### src/rtl/rj45_led_scheduler_if.sv
// Requester-side bus for the RJ45 LED scheduler: level requests with
// per-requester LED values and bit-enables, one-hot single-cycle grants.
interface rj45_led_scheduler_if #(
    parameter int NUM_REQ = 4
);
    logic [NUM_REQ-1:0]      req;
    logic [NUM_REQ-1:0][7:0] req_vals;
    logic [NUM_REQ-1:0][7:0] req_mask;
    logic [NUM_REQ-1:0]      grant;

    modport master (output req, req_vals, req_mask, input grant);
    modport slave  (input req, req_vals, req_mask, output grant);
endinterface

### src/rtl/rj45_led_scheduler.sv
// RJ45 LED scheduler: merges masked requester updates into a shadow register
// and paces frames to the slow serial LED driver (hold strobe, then gap).
// Optional blink support is compiled in with `define RJ45_LED_BLINK_EN.
module rj45_led_scheduler #(
    parameter int NUM_REQ        = 4,
    parameter int HOLD_CYCLES    = 128,
    parameter int GAP_CYCLES     = 1152,
    parameter int REFRESH_CYCLES = 1048576
`ifdef RJ45_LED_BLINK_EN
    ,
    parameter int BLINK_HALF     = 4194304
`endif
) (
    input  logic                 sys_clk,
    input  logic                 sys_rst_n,
    rj45_led_scheduler_if.slave  req_if,
`ifdef RJ45_LED_BLINK_EN
    input  logic [7:0]           blink_mask,
`endif
    output logic [7:0]           led_vals,
    output logic                 write_request,
    output logic                 busy
);
    localparam int PTR_W   = (NUM_REQ > 1) ? $clog2(NUM_REQ) : 1;
    localparam int CNT_MAX = (HOLD_CYCLES > GAP_CYCLES) ? HOLD_CYCLES : GAP_CYCLES;
    localparam int CNT_W   = (CNT_MAX > 1) ? $clog2(CNT_MAX) : 1;
    localparam int REF_W   = (REFRESH_CYCLES > 1) ? $clog2(REFRESH_CYCLES) : 1;

    localparam logic [CNT_W-1:0] HOLD_LAST = CNT_W'(HOLD_CYCLES - 1);
    localparam logic [CNT_W-1:0] GAP_LAST  = CNT_W'(GAP_CYCLES - 1);
    localparam logic [REF_W-1:0] REF_LAST  = REF_W'(REFRESH_CYCLES - 1);
    localparam logic [PTR_W-1:0] PTR_LAST  = PTR_W'(NUM_REQ - 1);

    typedef enum logic [1:0] {IDLE, SEND, WAIT} state_t;

    state_t             state;
    logic [CNT_W-1:0]   cnt;
    logic [REF_W-1:0]   refresh_cnt;
    logic [7:0]         shadow;
    logic [7:0]         frame;
    logic               dirty;
    logic               blink_set;
    logic [PTR_W-1:0]   rr_ptr;
    logic [NUM_REQ-1:0] elig;
    logic               found;
    logic [PTR_W-1:0]   win;

    function automatic logic [PTR_W-1:0] wrap_idx(input int v);
        return (v >= NUM_REQ) ? PTR_W'(v - NUM_REQ) : PTR_W'(v);
    endfunction

    // A requester sitting in its grant cycle is skipped so one update is never applied twice.
    assign elig = req_if.req & ~req_if.grant;

    // Round-robin search starting at the pointer.
    always_comb begin
        found = 1'b0;
        win   = '0;
        for (int k = 0; k < NUM_REQ; k++) begin
            if (!found && elig[wrap_idx(int'(rr_ptr) + k)]) begin
                found = 1'b1;
                win   = wrap_idx(int'(rr_ptr) + k);
            end
        end
    end

    // Apply the winner's masked update to the shadow and acknowledge it next cycle.
    always_ff @(posedge sys_clk or negedge sys_rst_n) begin
        if (!sys_rst_n) begin
            req_if.grant <= '0;
            rr_ptr       <= '0;
            shadow       <= '0;
        end else begin
            req_if.grant <= found ? (NUM_REQ'(1) << win) : '0;
            if (found) begin
                rr_ptr <= (win == PTR_LAST) ? '0 : win + 1'b1;
                shadow <= (shadow & ~req_if.req_mask[win]) |
                          (req_if.req_vals[win] & req_if.req_mask[win]);
            end
        end
    end

`ifdef RJ45_LED_BLINK_EN
    localparam int PH_W = (BLINK_HALF > 1) ? $clog2(BLINK_HALF) : 1;
    localparam logic [PH_W-1:0] PH_LAST = PH_W'(BLINK_HALF - 1);

    logic [PH_W-1:0] phase_cnt;
    logic            phase;

    // Free-running blink phase; phase low blanks the blinking bits.
    always_ff @(posedge sys_clk or negedge sys_rst_n) begin
        if (!sys_rst_n) begin
            phase_cnt <= '0;
            phase     <= 1'b0;
        end else if (phase_cnt == PH_LAST) begin
            phase_cnt <= '0;
            phase     <= ~phase;
        end else begin
            phase_cnt <= phase_cnt + 1'b1;
        end
    end

    // A toggle only needs a frame when some lit bit actually blinks.
    assign blink_set = (phase_cnt == PH_LAST) && |(blink_mask & shadow);
    assign frame     = shadow & ~(blink_mask & {8{~phase}});
`else
    assign blink_set = 1'b0;
    assign frame     = shadow;
`endif

    // Frame pacing: IDLE launches a frame, SEND holds the strobe, WAIT covers one driver frame.
    always_ff @(posedge sys_clk or negedge sys_rst_n) begin
        if (!sys_rst_n) begin
            state         <= WAIT;
            cnt           <= '0;
            refresh_cnt   <= '0;
            led_vals      <= '0;
            write_request <= 1'b0;
            busy          <= 1'b1;
            dirty         <= 1'b1;
        end else begin
            if (refresh_cnt != REF_LAST) refresh_cnt <= refresh_cnt + 1'b1;
            case (state)
                IDLE: begin
                    if (dirty || refresh_cnt == REF_LAST) begin
                        state         <= SEND;
                        led_vals      <= frame;
                        dirty         <= 1'b0;
                        refresh_cnt   <= '0;
                        write_request <= 1'b1;
                        busy          <= 1'b1;
                        cnt           <= '0;
                    end
                end
                SEND: begin
                    if (cnt == HOLD_LAST) begin
                        write_request <= 1'b0;
                        cnt           <= '0;
                        state         <= WAIT;
                    end else begin
                        cnt <= cnt + 1'b1;
                    end
                end
                WAIT: begin
                    if (cnt == GAP_LAST) begin
                        cnt   <= '0;
                        busy  <= 1'b0;
                        state <= IDLE;
                    end else begin
                        cnt <= cnt + 1'b1;
                    end
                end
                default: state <= WAIT;
            endcase
            // An update landing on the launch edge misses this frame and keeps dirty for the next.
            if (found || blink_set) dirty <= 1'b1;
        end
    end
endmodule

### src/flat_wrapper.sv
// flat-port wrapper written by rule: the top's interface ports become plain ports
module rj45_led_scheduler_flat 
#(
    parameter int NUM_REQ        = 4,
    parameter int HOLD_CYCLES    = 128,
    parameter int GAP_CYCLES     = 1152,
    parameter int REFRESH_CYCLES = 1048576

)
  (sys_clk, sys_rst_n, led_vals, write_request, busy, req_if_req, req_if_req_vals, req_if_req_mask, req_if_grant);
  rj45_led_scheduler_if #(.NUM_REQ(NUM_REQ)) req_if_i ();
  input  logic sys_clk;
  input  logic sys_rst_n;
  output logic [7:0] led_vals;
  output logic write_request;
  output logic busy;
  input wire logic [$bits(req_if_i.req)-1:0] req_if_req;
  input wire logic [$bits(req_if_i.req_vals)-1:0] req_if_req_vals;
  input wire logic [$bits(req_if_i.req_mask)-1:0] req_if_req_mask;
  output wire logic [$bits(req_if_i.grant)-1:0] req_if_grant;
  assign req_if_i.req = req_if_req;
  assign req_if_i.req_vals = req_if_req_vals;
  assign req_if_i.req_mask = req_if_req_mask;
  assign req_if_grant = req_if_i.grant;
  rj45_led_scheduler #(.NUM_REQ(NUM_REQ), .HOLD_CYCLES(HOLD_CYCLES), .GAP_CYCLES(GAP_CYCLES), .REFRESH_CYCLES(REFRESH_CYCLES)) u_core (.sys_clk(sys_clk), .sys_rst_n(sys_rst_n), .req_if(req_if_i), .led_vals(led_vals), .write_request(write_request), .busy(busy));
endmodule
### config.mk
export PLATFORM = sky130hd
export DESIGN_NAME = rj45_led_scheduler_flat
export DESIGN_NICKNAME = d
export VERILOG_FILES = /design/src/rtl/rj45_led_scheduler_if.sv /design/src/rtl/rj45_led_scheduler.sv /design/src/flat_wrapper.sv
export SDC_FILE = /design/constraint.sdc
export NUM_CORES = 1
export LEC_CHECK = 0
export CORE_ASPECT_RATIO = 0.9
export CORE_MARGIN = 3
export CORE_UTILIZATION = 30
export DETAILED_ROUTE_END_ITERATION = 8
export GPL_ROUTABILITY_DRIVEN = 1
export PLACE_DENSITY = 0.56
export SLEW_MARGIN = 40
export SYNTH_ARGS = -nofsm -noshare
export SYNTH_HDL_FRONTEND = slang
export SYNTH_SLANG_ARGS = --single-unit
### constraint.sdc
create_clock -name sys_clk -period 2.8 [get_ports sys_clk]
set_clock_uncertainty 0.05 [all_clocks]
set_input_delay 0.28 -clock sys_clk [delete_from_list [all_inputs] [get_ports sys_clk]]
set_output_delay 0.28 -clock sys_clk [all_outputs]
set_load 0.05 [all_outputs]
# ---- Yosys cells after proc, flatten, opt, wreduce, memory -nomap -nowiden
# Index checks and enable logic that the tools add are counted.
dict set report totals {
  regBits 58
  input_bits 70
  out_inout_bits 14
  word_cells 110
}
dict set report op_classes {
  addsub 10
  order_cmp 9
  eq_ne 10
  shift 1
  n_mux 45
  n_bitwise 6
  n_reduce_logical 19
}
# operator count
set ops {}
lappend ops {{20-bit two-way mux} 3}
lappend ops {{11-bit two-way mux} 3}
lappend ops {{11-bit case mux with 3 select lines} 1}
lappend ops {{8-bit binary-select mux with 2-bit select} 2}
lappend ops {{2-bit two-way mux} 12}
lappend ops {{20-bit by 1-bit adder with 20-bit output, second input constant} 1}
lappend ops {{20-bit == test, second input constant} 1}
lappend ops {{20-bit inequality test, second input constant} 1}
lappend ops {{8-bit bitwise AND} 2}
lappend ops {{8-bit two-way mux} 2}
lappend ops {{2-bit by 3-bit < comparator with 1-bit output, second input constant} 5}
lappend ops {{1-bit two-way mux} 14}
lappend ops {{11-bit by 1-bit adder with 11-bit output, second input constant} 1}
lappend ops {{11-bit == test, second input constant} 1}
lappend ops {{11-bit by 7-bit == test with 1-bit output, second input constant} 1}
lappend ops {{3-bit greater-or-equal comparator, second input constant} 3}
lappend ops {{3-bit AND reduction} 3}
lappend ops {{1-bit binary-select mux with 2-bit select} 4}
lappend ops {{8-bit inverter} 1}
lappend ops {{8-bit OR} 1}
lappend ops {{2-bit nonzero test} 4}
lappend ops {{2-bit by 1-bit subtractor with 2-bit output, second input constant} 4}
lappend ops {{2-bit by 2-bit adder with 3-bit output, second input constant} 2}
lappend ops {{2-bit by 1-bit inequality test with 1-bit output, second input constant} 3}
lappend ops {{17 further kinds} 25}

# ---- Logic depth before layout (Yosys ltp)
dict set report logic_depth {
  word_depth 19
  mapped_depth 8
  ltp_nobuf 7
}

# ---- Least setup slack after synthesis
# No wires, ideal clock.
dict set report synth_timing {
  path_type {reg-to-reg}
  from {register u_core.req_if.grant[0]}
  to {register u_core.rr_ptr[1]}
  setup_time_ps 125
  arrival_time_ps 2134
  required_ps 2625
  path_slack_ps 492
  path_stages_with_launch 9
  path_buffers 2
  period_less_slack_ps 2308
  path_cell_list {dfrtp_1 -> nand2b_1 -> o221a_1 -> o22ai_1 -> buf_4 -> buf_4 -> inv_1 -> ha_1 -> mux2_2}
}
dict set report synth_between {
  elab_chain_cells 16
  word_cells_on_any_way 27
  cone_classes {add/sub: 1; eq/ne: 1; mux: 17; bitwise: 2; reduce/logical: 6}
}
# element line
set synth_rtl {}
lappend synth_rtl {{from (decl)} rj45_led_scheduler_if.sv:12} ;# modport slave (input req, req_vals, req_mask, output grant);
lappend synth_rtl {{from (signal assigned)} rj45_led_scheduler.sv:74} ;# req_if.grant <= found ? (NUM_REQ'(1) << win) : '0;
lappend synth_rtl {{4-bit inverter (*)} rj45_led_scheduler.sv:53} ;# assign elig = req_if.req & ~req_if.grant;
lappend synth_rtl {{4-bit bitwise AND (*)} rj45_led_scheduler.sv:53}
lappend synth_rtl {{1-bit binary-select mux with 2-bit select} rj45_led_scheduler.sv:60} ;# if (!found && elig[wrap_idx(int'(rr_ptr) + k)]) begin
lappend synth_rtl {{1-bit two-way mux (not written as such)} rj45_led_scheduler.sv:60}
lappend synth_rtl {{1-bit two-way mux} rj45_led_scheduler.sv:60}
lappend synth_rtl {{1-bit logical NOT} rj45_led_scheduler.sv:60}
lappend synth_rtl {{1-bit logical AND} rj45_led_scheduler.sv:60}
lappend synth_rtl {{1-bit two-way mux} rj45_led_scheduler.sv:60}
lappend synth_rtl {{1-bit logical NOT} rj45_led_scheduler.sv:60}
lappend synth_rtl {{1-bit logical AND} rj45_led_scheduler.sv:60}
lappend synth_rtl {{1-bit two-way mux} rj45_led_scheduler.sv:60}
lappend synth_rtl {{1-bit logical NOT} rj45_led_scheduler.sv:60}
lappend synth_rtl {{1-bit logical AND} rj45_led_scheduler.sv:60}
lappend synth_rtl {{2-bit two-way mux} rj45_led_scheduler.sv:60}
lappend synth_rtl {{2-bit by 1-bit adder with 2-bit output / 2-bit == test (equally long branches)} rj45_led_scheduler.sv:76} ;# rr_ptr <= (win == PTR_LAST) ? '0 : win + 1'b1;
lappend synth_rtl {{2-bit two-way mux} rj45_led_scheduler.sv:76}
lappend synth_rtl {{to (signal assigned)} rj45_led_scheduler.sv:76}
lappend synth_rtl {{to (decl)} rj45_led_scheduler.sv:43} ;# logic [PTR_W-1:0] rr_ptr;
# Mark *: on every way between the ends. The rest lies on a longest branch, timed or not. The select of a mux whose other input is x is not followed.
# A chain may end at the register's enable or synchronous reset.

==> results.cfg <==
[flow_run]
drv_cap = 0

[detailed_routing]
via_count = 2746
top_layer = met4
wl_per_cell_um = 13.7
dr_wl_met2_mm = 3.77
dr_wl_met3_um = 296
drt_iter0_drc = 98
ant_nets = 0
drt-total-wl_mm = 7.92
firstDrtPassIters = 4
viasPerCell = 4.74
wl_met1_mm = 3.76
drc = 0

[synth]
syn_area_um2 = 3420
ys.warnings.count = 0
avgSynthCellArea_um2 = 10.5
synth_seq_cells = 58
yosysUniqueCellTypes = 48
ys.flop_type = dfrtp_1
synth_cells = 326
synth-edff-count = 0
synth-async-reset-ratio_pct = 100
yosysSeqAreaShare_pct = 42.6
syn-num-nets = 405

[placement]
place.detailed.hpwl_mm = 5.96
place_area_um2 = 4450
gp_congestion = 0.723
port_buffers = 83

[clocking]
postCtsResizedCells = 0
clock-sinks = 58
cts_hold_buffers = 1
ctsHtreeMaxLevel = 3
clk_pin_slew_ps = 50
clk_latency_ps = 330
cts_buffers = 9
cts_root_buf = clkbuf_16
cts_buffer_depth = 2
cts_tree = done
post_cts_buffers = 0

[floorplanning]
coreArea_um2 = 11000
start_util_pct = 31.1
io_pins = 84
fp.dieArea_um2 = 12700
die_w_um = 118
rows = 36
die_height_um = 107

[sta]
fin_crit_ps = 2350
setup_viol = 0
final.period_utilization_pct = 83.8
fmax_mhz = 426
drv_slew = 0
finalHoldViolCount = 0
worst_slew_pin_slew_ps = 732
rsz0062_at_grt = no
relSlewSlack_pct = 51.2
finalSetupTns_ps = 0

[final_layout]
drive_above_1_share_pct = 12.9
fillerInstances = 1074
design_area_um2 = 4810
finalNetCount = 501
multiInputGateArea_um2 = 1840
utilization_pct = 43.8
num_antenna_cells = 0
syn2layout_area_growth_pct = 40.9
seq_area_um2 = 1460

[worst_setup_path]
cp-end-kind = flip-flop
path_max_fanout = 16
crit_slowest_cell = clkdlybuf4s50_1
critical-path-top-delay-family = buffers and inverters
crit_buf_inv = 2
cp-start-kind = input pin
slowest_delay_ps = 510
crit_path_cell_trace = clkdlybuf4s50_1 > nor3b_1 > a311oi_1 > o22ai_4 > buf_12 > mux2i_1 > o22ai_1 > mux2_1
arrival_ps = 2500
crit_type = input pin to flip-flop
crit_required_ps = 2960

[min_path]
hold_path.class = flip-flop to flip-flop

[pwr]
power_leakage_nw = 2.14
peakVddDrop_mv = 0.504
power_mw = 4.76
pwr_density_cell_nw_per_um2 = 988

[grt]
grt_pass1_wl_mm = 13.8
grt_usage_pct = 13.4
antenna_found_initial = 0
grt.overflow.total = 0
grt_pass1_vias = 2866
grt_max_degree = 33

[outcome]
status = finished clean
==> layout make-up <==
| type | instances | area share (%) |
|---|---|---|
| tap | 152 | 3.95 |
| multi-input combinational | 246 | 38.2 |
| inverter | 12 | 0.936 |
| sequential | 58 | 30.2 |
| clock inverter | 5 | 2.08 |
| clock buffer | 11 | 5.25 |
| timing repair buffer | 95 | 19.3 |
==> cells in the final DEF, fill, tap and decap left out, types with 3 or more instances in the layout <==
cell type / synthesis / routed
a21oi_1: 6 / 6
and2_1: 4 / 4
and3_1: 4 / 4
buf_4: 4 / 10
bufinv_16: 0 / 3
clkbuf_16: 0 / 9
clkdlybuf4s50_1: 0 / 82
dfrtp_1: 55 / 55
dfstp_2: 3 / 3
ha_1: 9 / 9
inv_1: 11 / 11
mux2_1: 5 / 5
mux2_2: 13 / 13
mux2i_1: 44 / 44
nand2_1: 18 / 18
nand2b_1: 8 / 8
nand3_1: 14 / 14
nand4_1: 9 / 9
nor2_1: 29 / 29
nor2b_1: 4 / 4
nor3_1: 4 / 4
o21ai_0: 17 / 17
o22ai_1: 10 / 9
or3_1: 4 / 4
xnor2_1: 5 / 5
xor2_1: 12 / 12
==> metal layers <==
| metal | vias up | GRT usage [%] |
|---|---|---|
| met5 | - | 0 |
| met4 | 0 | 3.97 |
| met3 | 11 | 3.96 |
| met2 | 45 | 22.3 |
| met1 | 1334 | 17.1 |
| li1 | 1356 | - |
==> cells in the mapped netlist, types with 2 or more instances <==
library cell  count  area share [%]
nand4_1           9             1.6
nor2b_1           4            0.73
xnor2_1           5             1.3
dfstp_2           3             2.3
or3_1             4            0.73
nand3_1          14             2.1
nor2_1           29             3.2
a21oi_1           6            0.88
o21ai_0          17             2.5
o41ai_1           2            0.51
a31oi_1           2            0.37
buf_6             5             1.6
mux2i_1          44              13
nand2_1          18             2.0
mux2_1            5             1.6
ha_1              9             3.3
mux2_2           13             4.3
xor2_1           12             3.1
nor3_1            4            0.59
o22ai_1          10             1.8
nand2b_1          8             1.5
buf_4             4            0.88
and3_1            4            0.73
dfrtp_1          55              40
inv_1            11             1.2
o31ai_1           2            0.44
a21o_1            2            0.44
and2_1            4            0.73
o21ai_1           2            0.29
==> path summary, 6_finish.rpt <==
check                                             from                endpoint  slack [ps]  cells after the start
worst max-delay path                     req_if_req[0]               flip-flop         450                      8
min in group asynchronous                    sys_rst_n  u_core.req_if.grant[0]         500                      2
worst min register to register      u_core.led_vals[7]      u_core.led_vals[7]         430                      1
worst max register to register  u_core.req_if.grant[0]               flip-flop         460                      7
worst min-delay path                u_core.led_vals[7]      u_core.led_vals[7]         430                      1
max in group asynchronous                    sys_rst_n            u_core.dirty        1420                      3
==> logic make-up (layout without fill, tap and decap cells) <==
kind of cell               after synthesis  after routing  synth area share [%]
and+or+nand+nor                        108            108                  17.3
muxes                                   62             62                  18.8
DFF                                     58             58                  42.6
AOI/OAI and AO/OA                       50             50                  9.63
buffers and inverters                   22            123                  3.99
xor gates and xnor gates                17             17                  4.36
adders and majority gates                9              9                  3.30
==> report_power, final <==
group | internal (mW) | switching (mW)
combinational | 1.02 | 1.22
sequential | 1.08 | 0.150
clock | 0.913 | 0.377
total | 3.01 | 1.75
==> metrics by stage <==
| step | setup slack (ps) | hold slack [ps] | instances |
|---|---|---|---|
| 6_report | 455 | 434 | 579 |
| 5_1_grt | 278 | 454 | 579 |
| 4_1_cts | 436 | 439 | 579 |
| 3_5_place_dp | 118 | 336 | 562 |
| 3_3_place_gp | 218 | 335 | 562 |
| 2_1_floorplan | 492 | -65.6 | 326 |
(Power assumes the default switching activity.)
